### config.mk
export PLATFORM = sky130hd
export DESIGN_NAME = mio_axis_fifo
export DESIGN_NICKNAME = d
export VERILOG_FILES = /design/src/rtl/mio_axis_pkg.sv /design/src/rtl/mio_axis_fifo_ram.sv /design/src/rtl/mio_axis_fifo.sv
export SDC_FILE = /design/constraint.sdc
export NUM_CORES = 1
export LEC_CHECK = 0
export ABC_AREA = 1
export CAP_MARGIN = 20
export CORE_ASPECT_RATIO = 0.7
export CORE_MARGIN = 2
export CORE_UTILIZATION = 40
export CTS_CLUSTER_DIAMETER = 120
export DETAILED_ROUTE_END_ITERATION = 8
export PLACE_DENSITY = 0.66
export SETUP_SLACK_MARGIN = 0.05
export SLEW_MARGIN = 20
export SYNTH_ARGS = -nofsm -noshare
export SYNTH_HDL_FRONTEND = slang
export SYNTH_SLANG_ARGS = --single-unit
### constraint.sdc
create_clock -name clk -period 6.3 [get_ports clk]
set_clock_uncertainty 0.1 [all_clocks]
set_input_delay 1.26 -clock clk [delete_from_list [all_inputs] [get_ports clk]]
set_output_delay 1.26 -clock clk [all_outputs]
set_load 0.005 [all_outputs]
### src/rtl/mio_axis_pkg.sv
// Shared definitions for the AXI4-Stream FIFO: default widths, the packet-mode
// state type and the packed beat width helper.
package mio_axis_pkg;

  localparam int DEF_DATA_WIDTH  = 32;
  localparam int DEF_ID_WIDTH    = 4;
  localparam int DEF_DEST_WIDTH  = 4;
  localparam int DEF_USER_WIDTH  = 1;
  localparam int DEF_DEPTH       = 16;
  localparam int DEF_PACKET_MODE = 0;

  // WAIT holds output until a whole frame (or a full FIFO) is present; FWD forwards.
  typedef enum logic {WAIT, FWD} mio_axis_fifo_st_t;

  // Width of one stored beat: tdata + tstrb + tkeep + tlast + tid + tdest + tuser.
  function automatic int mio_axis_beat_width(input int dw, input int iw,
                                             input int dew, input int uw);
    return dw + 2 * (dw / 8) + 1 + iw + dew + uw;
  endfunction

endpackage

### src/rtl/mio_axis_fifo_ram.sv
// Beat storage: register array with one synchronous write port and one
// asynchronous read port so the head beat is visible without extra latency.
module mio_axis_fifo_ram #(
  parameter int DEPTH = 16,
  parameter int WIDTH = 50,
  parameter int AW    = $clog2(DEPTH)
) (
  input  logic             clk,
  input  logic             we,
  input  logic [AW-1:0]    waddr,
  input  logic [WIDTH-1:0] wdata,
  input  logic [AW-1:0]    raddr,
  output logic [WIDTH-1:0] rdata
);

  logic [WIDTH-1:0] mem [DEPTH];

  // Write the incoming beat; storage is deliberately not reset.
  always_ff @(posedge clk) begin
    if (we) begin
      mem[waddr] <= wdata;
    end
  end

  assign rdata = mem[raddr];

endmodule

### src/rtl/mio_axis_fifo.sv
// Synchronous AXI4-Stream FIFO with optional store-and-forward packet mode.
// Holds pointers, fill/packet counters, the release FSM and beat pack/unpack.
module mio_axis_fifo
  import mio_axis_pkg::*;
#(
  parameter int DATA_WIDTH  = DEF_DATA_WIDTH,
  parameter int ID_WIDTH    = DEF_ID_WIDTH,
  parameter int DEST_WIDTH  = DEF_DEST_WIDTH,
  parameter int USER_WIDTH  = DEF_USER_WIDTH,
  parameter int DEPTH       = DEF_DEPTH,
  parameter int PACKET_MODE = DEF_PACKET_MODE
) (
  input  logic                       clk,
  input  logic                       reset,
  input  logic                       s_tvalid,
  output logic                       s_tready,
  input  logic [DATA_WIDTH-1:0]      s_tdata,
  input  logic [DATA_WIDTH/8-1:0]    s_tstrb,
  input  logic [DATA_WIDTH/8-1:0]    s_tkeep,
  input  logic                       s_tlast,
  input  logic [ID_WIDTH-1:0]        s_tid,
  input  logic [DEST_WIDTH-1:0]      s_tdest,
  input  logic [USER_WIDTH-1:0]      s_tuser,
  output logic                       m_tvalid,
  input  logic                       m_tready,
  output logic [DATA_WIDTH-1:0]      m_tdata,
  output logic [DATA_WIDTH/8-1:0]    m_tstrb,
  output logic [DATA_WIDTH/8-1:0]    m_tkeep,
  output logic                       m_tlast,
  output logic [ID_WIDTH-1:0]        m_tid,
  output logic [DEST_WIDTH-1:0]      m_tdest,
  output logic [USER_WIDTH-1:0]      m_tuser,
  output logic [$clog2(DEPTH+1)-1:0] level,
  output logic [$clog2(DEPTH+1)-1:0] pkt_cnt
);

  localparam int BW = mio_axis_beat_width(DATA_WIDTH, ID_WIDTH, DEST_WIDTH, USER_WIDTH);
  localparam int AW = $clog2(DEPTH);
  localparam int LW = $clog2(DEPTH+1);
  localparam logic [LW-1:0] FULL = LW'(DEPTH);
  localparam logic [LW-1:0] ONE  = LW'(1);

  logic [AW-1:0]      wr_ptr_reg;
  logic [AW-1:0]      rd_ptr_reg;
  logic [LW-1:0]      level_reg;
  logic [LW-1:0]      level_next;
  logic [LW-1:0]      pkt_cnt_reg;
  logic [LW-1:0]      pkt_cnt_next;
  logic               s_tready_reg;
  mio_axis_fifo_st_t  state_reg;
  logic [BW-1:0]      wr_beat;
  logic [BW-1:0]      rd_beat;
  logic               push;
  logic               pop;

  assign wr_beat = {s_tuser, s_tdest, s_tid, s_tlast, s_tkeep, s_tstrb, s_tdata};
  assign {m_tuser, m_tdest, m_tid, m_tlast, m_tkeep, m_tstrb, m_tdata} = rd_beat;

  // In cut-through mode the FSM is ignored and any stored beat is offered.
  assign m_tvalid = (level_reg != '0) && ((PACKET_MODE == 0) || (state_reg == FWD));
  assign s_tready = s_tready_reg;
  assign level    = level_reg;
  assign pkt_cnt  = pkt_cnt_reg;

  // s_tready is registered, so a full FIFO refuses a push even when popping.
  assign push = s_tvalid & s_tready_reg;
  assign pop  = m_tvalid & m_tready;

  mio_axis_fifo_ram #(
    .DEPTH (DEPTH),
    .WIDTH (BW),
    .AW    (AW)
  ) u_ram (
    .clk   (clk),
    .we    (push),
    .waddr (wr_ptr_reg),
    .wdata (wr_beat),
    .raddr (rd_ptr_reg),
    .rdata (rd_beat)
  );

  // Next fill level and packet count; simultaneous inc and dec cancel out.
  always_comb begin
    level_next   = level_reg;
    pkt_cnt_next = pkt_cnt_reg;
    case ({push, pop})
      2'b10:   level_next = level_reg + ONE;
      2'b01:   level_next = level_reg - ONE;
      default: level_next = level_reg;
    endcase
    case ({push & s_tlast, pop & m_tlast})
      2'b10:   pkt_cnt_next = pkt_cnt_reg + ONE;
      2'b01:   pkt_cnt_next = pkt_cnt_reg - ONE;
      default: pkt_cnt_next = pkt_cnt_reg;
    endcase
  end

  // Pointers, counters and the registered ready flag; reset discards all beats.
  always_ff @(posedge clk) begin
    if (reset) begin
      wr_ptr_reg   <= '0;
      rd_ptr_reg   <= '0;
      level_reg    <= '0;
      pkt_cnt_reg  <= '0;
      s_tready_reg <= 1'b0;
    end else begin
      if (push) begin
        wr_ptr_reg <= wr_ptr_reg + 1'b1;
      end
      if (pop) begin
        rd_ptr_reg <= rd_ptr_reg + 1'b1;
      end
      level_reg    <= level_next;
      pkt_cnt_reg  <= pkt_cnt_next;
      s_tready_reg <= (level_next != FULL);
    end
  end

  // Release FSM: open on a complete frame or a full FIFO (oversize frame),
  // close after the tlast beat leaves.
  always_ff @(posedge clk) begin
    if (reset) begin
      state_reg <= WAIT;
    end else begin
      case (state_reg)
        WAIT: begin
          if ((PACKET_MODE != 0) && ((pkt_cnt_reg != '0) || (level_reg == FULL))) begin
            state_reg <= FWD;
          end
        end
        FWD: begin
          if (pop && m_tlast) begin
            state_reg <= WAIT;
          end
        end
        default: state_reg <= WAIT;
      endcase
    end
  end

endmodule

==> results.ini <==
[min_path]
min_path_type=flip-flop to flip-flop
min_from=rd_ptr_reg[2]
hold_path_depth=2

[floorplanning]
die_area_mm2=0.0824
die_w_um=342
ios=116
num_rows=86
initial_core_util_pct=40.5
core_mm2=0.0790
dieHeight_um=241

[logic_synthesis]
syn_area_mm2=0.0320
ys_types=26
ys_seq_area_share_pct=76.5
synth_top_area_share_pct=75.0
synth_ff_type=edfxtp_1
ys_ff_latch=823
synth_edf_count=800
yosysWarnings=0
syn_area_per_cell_um2=13.9
yosysTopAreaCell=edfxtp_1
synthTopCellsByArea=edfxtp_1 75%, o21ai_0 6.3%, nor2_1 5.2%, o221ai_1 4.4%, dfxtp_1 1.4%
ys_async_sr_fraction_pct=0
synth_fp_nets=2376
syn_inst=2309

[place]
hpwl_mm=41.6
gp_congestion=0.785
port_buffers=115
place_inst=3355

[clocking]
cts_buffers=75
post_cts_resized=0
insertion_delay_ns=0.63
clock-sinks=823
cts_buffer_depth=3
tritoncts=done
cts_max_level=3
root_buffer=clkbuf_16
clk_pin_slew_ns=0.06
postCtsHoldBufs=0
post_cts_buffers=0

[timing]
slew-limit-headroom_pct=25.3
holdWs_ns=0.368
rsz0062_at_grt=no
worst_pin_slew_ns=1.12
hold_viol_final=0
finalCritPeriodShare_pct=82.8
fin_crit_ns=5.21
finalSetupViolations=0
max_freq_mhz=192
fin_tns_setup_ns=0
final-max-slew-violation-count=0

[drt]
vias=20100
drc=0
avgViaCountPerCell=5.77
wire_per_inst_um=24.0
ant_nets=0
detail_route.iter0.violations=2475
wl_mm=83.5
drtPass1Iterations=5

[critical_path]
worstSetupStartpointType=flip-flop
crit_arrival_ns=3.85
r2r-end=pkt_cnt[3]
crit_type=flip-flop to output port
path_max_fanout=93
reg2reg_depth=14
critPathRequiredTime_ns=4.94
endpoint_kind=output port
r2r_slack_ns=1.93

[finish]
area_delta_synth_final_pct=14.6
nets=2444
final_cells=3486
drive_above_1_share_pct=7.09
finish.utilization_pct=46.5
largest_reg_flops=800
nFillCells=6879
seqCellArea_mm2=0.0245
multi_input_area_mm2=0.00679

[power_and_ir_drop]
vdd_drop_max_mv=0.248
p_leak_nw=11.6
clkPwrFrac_pct=31.9
power_frac_seq_pct=44.6
internal_power_w=0.00973
p_per_area_mw_per_mm2=379
power.switching_w=0.00418
combPwrFrac_pct=23.5
netSwitchingFraction_pct=30.1

[global_route]
grt.total_usage_pct=20.0
grt_remaining_overflow=0
grt_max_degree=202
antenna_found_initial=6
grt_pass1_wl_mm=124
grt_pass1_vias=19800

[status]
status=finished clean

[job]
drv_cap=0

==> Yosys cell counts (8+ instances only) <==
| library cell | n |
|---|---|
| buf_4 | 10 |
| buf_2 | 49 |
| o21ai_1 | 8 |
| o22ai_1 | 39 |
| o211ai_1 | 40 |
| a21oi_1 | 12 |
| o221ai_1 | 160 |
| clkbuf_2 | 9 |
| nand2_1 | 88 |
| clkbuf_1 | 95 |
| nand3_1 | 73 |
| nor2_1 | 442 |
| dfxtp_1 | 23 |
| ha_1 | 12 |
| edfxtp_1 | 800 |
| inv_1 | 28 |
| o21ai_0 | 403 |
==> through the flow <==
stage | worst slack, ns | power, W | instance area (um^2)
4_1_cts | 1.12 | 0.0140 | 36700
2_1_floorplan | 1.98 | 0.00834 | 32000
5_1_grt | 0.879 | 0.0146 | 36700
3_3_place_gp | 1.92 | 0.00946 | 34300
3_5_place_dp | 1.79 | 0.00957 | 34300
6_report | 1.09 | 0.0139 | 36700
==> power by group through the flow <==
stage / combinational [W] / sequential, W / clock [W]
after floorplan: 0.00205 / 0.00629 / 0
after global placement: 0.00314 / 0.00632 / 0
after detailed placement: 0.00325 / 0.00632 / 0
after CTS: 0.00327 / 0.00621 / 0.00452
after global routing: 0.00362 / 0.00621 / 0.00472
final: 0.00327 / 0.00621 / 0.00444
==> cell type report <==
| cell class | instances | area share [%] |
|---|---|---|
| antenna | 3 | 0.0204 |
| timing repair buffer | 158 | 4.42 |
| sequential | 823 | 66.7 |
| clock inverter | 38 | 0.951 |
| clock buffer | 89 | 5.43 |
| tap | 1056 | 3.60 |
| inverter | 31 | 0.351 |
| multi-input combinational | 1288 | 18.5 |
==> how the worst max path moves through the flow <==
stage	start	end	slack (ns)	cells after the start
after CTS	flip-flop	m_tdata[14]	1.12	7
after floorplan	s_tvalid	u_ram.mem[11][0]	1.98	4
after detailed placement	flip-flop	m_tdata[14]	1.79	7
final	flip-flop	m_tdata[14]	1.09	7
after global routing	flip-flop	m_tdata[10]	0.88	7
after global placement	flip-flop	m_tdata[10]	1.92	7
==> cells in the final DEF, fill, tap and decap left out, types with 26 or more instances in the layout <==
| master | count |
|---|---|
| nor2_1 | 426 |
| o22ai_1 | 39 |
| buf_4 | 31 |
| nand2_1 | 88 |
| edfxtp_1 | 800 |
| clkbuf_16 | 78 |
| clkdlybuf4s50_1 | 115 |
| o221ai_1 | 160 |
| o21ai_0 | 403 |
| nand3_1 | 73 |
| inv_1 | 26 |
| o211ai_1 | 40 |
==> metal layers <==
layer	part of all wire [%]	vias up	global-route usage (%)
met2	47	871	31.7
met1	43	10200	28.0
met5	0.046	-	0
met4	2.4	6	6.03
met3	8.4	133	4.25
li1	-	8929	-
==> cells by family (layout without fill, tap and decap cells) <==
group | after synthesis | count (layout) | synth area share [%]
and+or+nand+nor | 604 | 604 | 7.37
AOI/OAI and AO/OA | 664 | 664 | 12.7
other | 0 | 3 | 0
adders and majority gates | 13 | 13 | 0.531
xor gates and xnor gates | 6 | 6 | 0.164
DFF | 823 | 823 | 76.5
muxes | 1 | 1 | 0.0313
buffers and inverters | 198 | 316 | 2.71
==> critical path: stages (launching register included) <==
cell             delay (ns)
dfxtp_4                0.47
buf_4                  0.74
buf_4                  0.62
o21ai_0                0.21
o221ai_1               0.27
o211ai_1               0.12
nand2_1                0.16
clkdlybuf4s50_1        0.53
No activity file was read; power rests on OpenSTA's default activity.
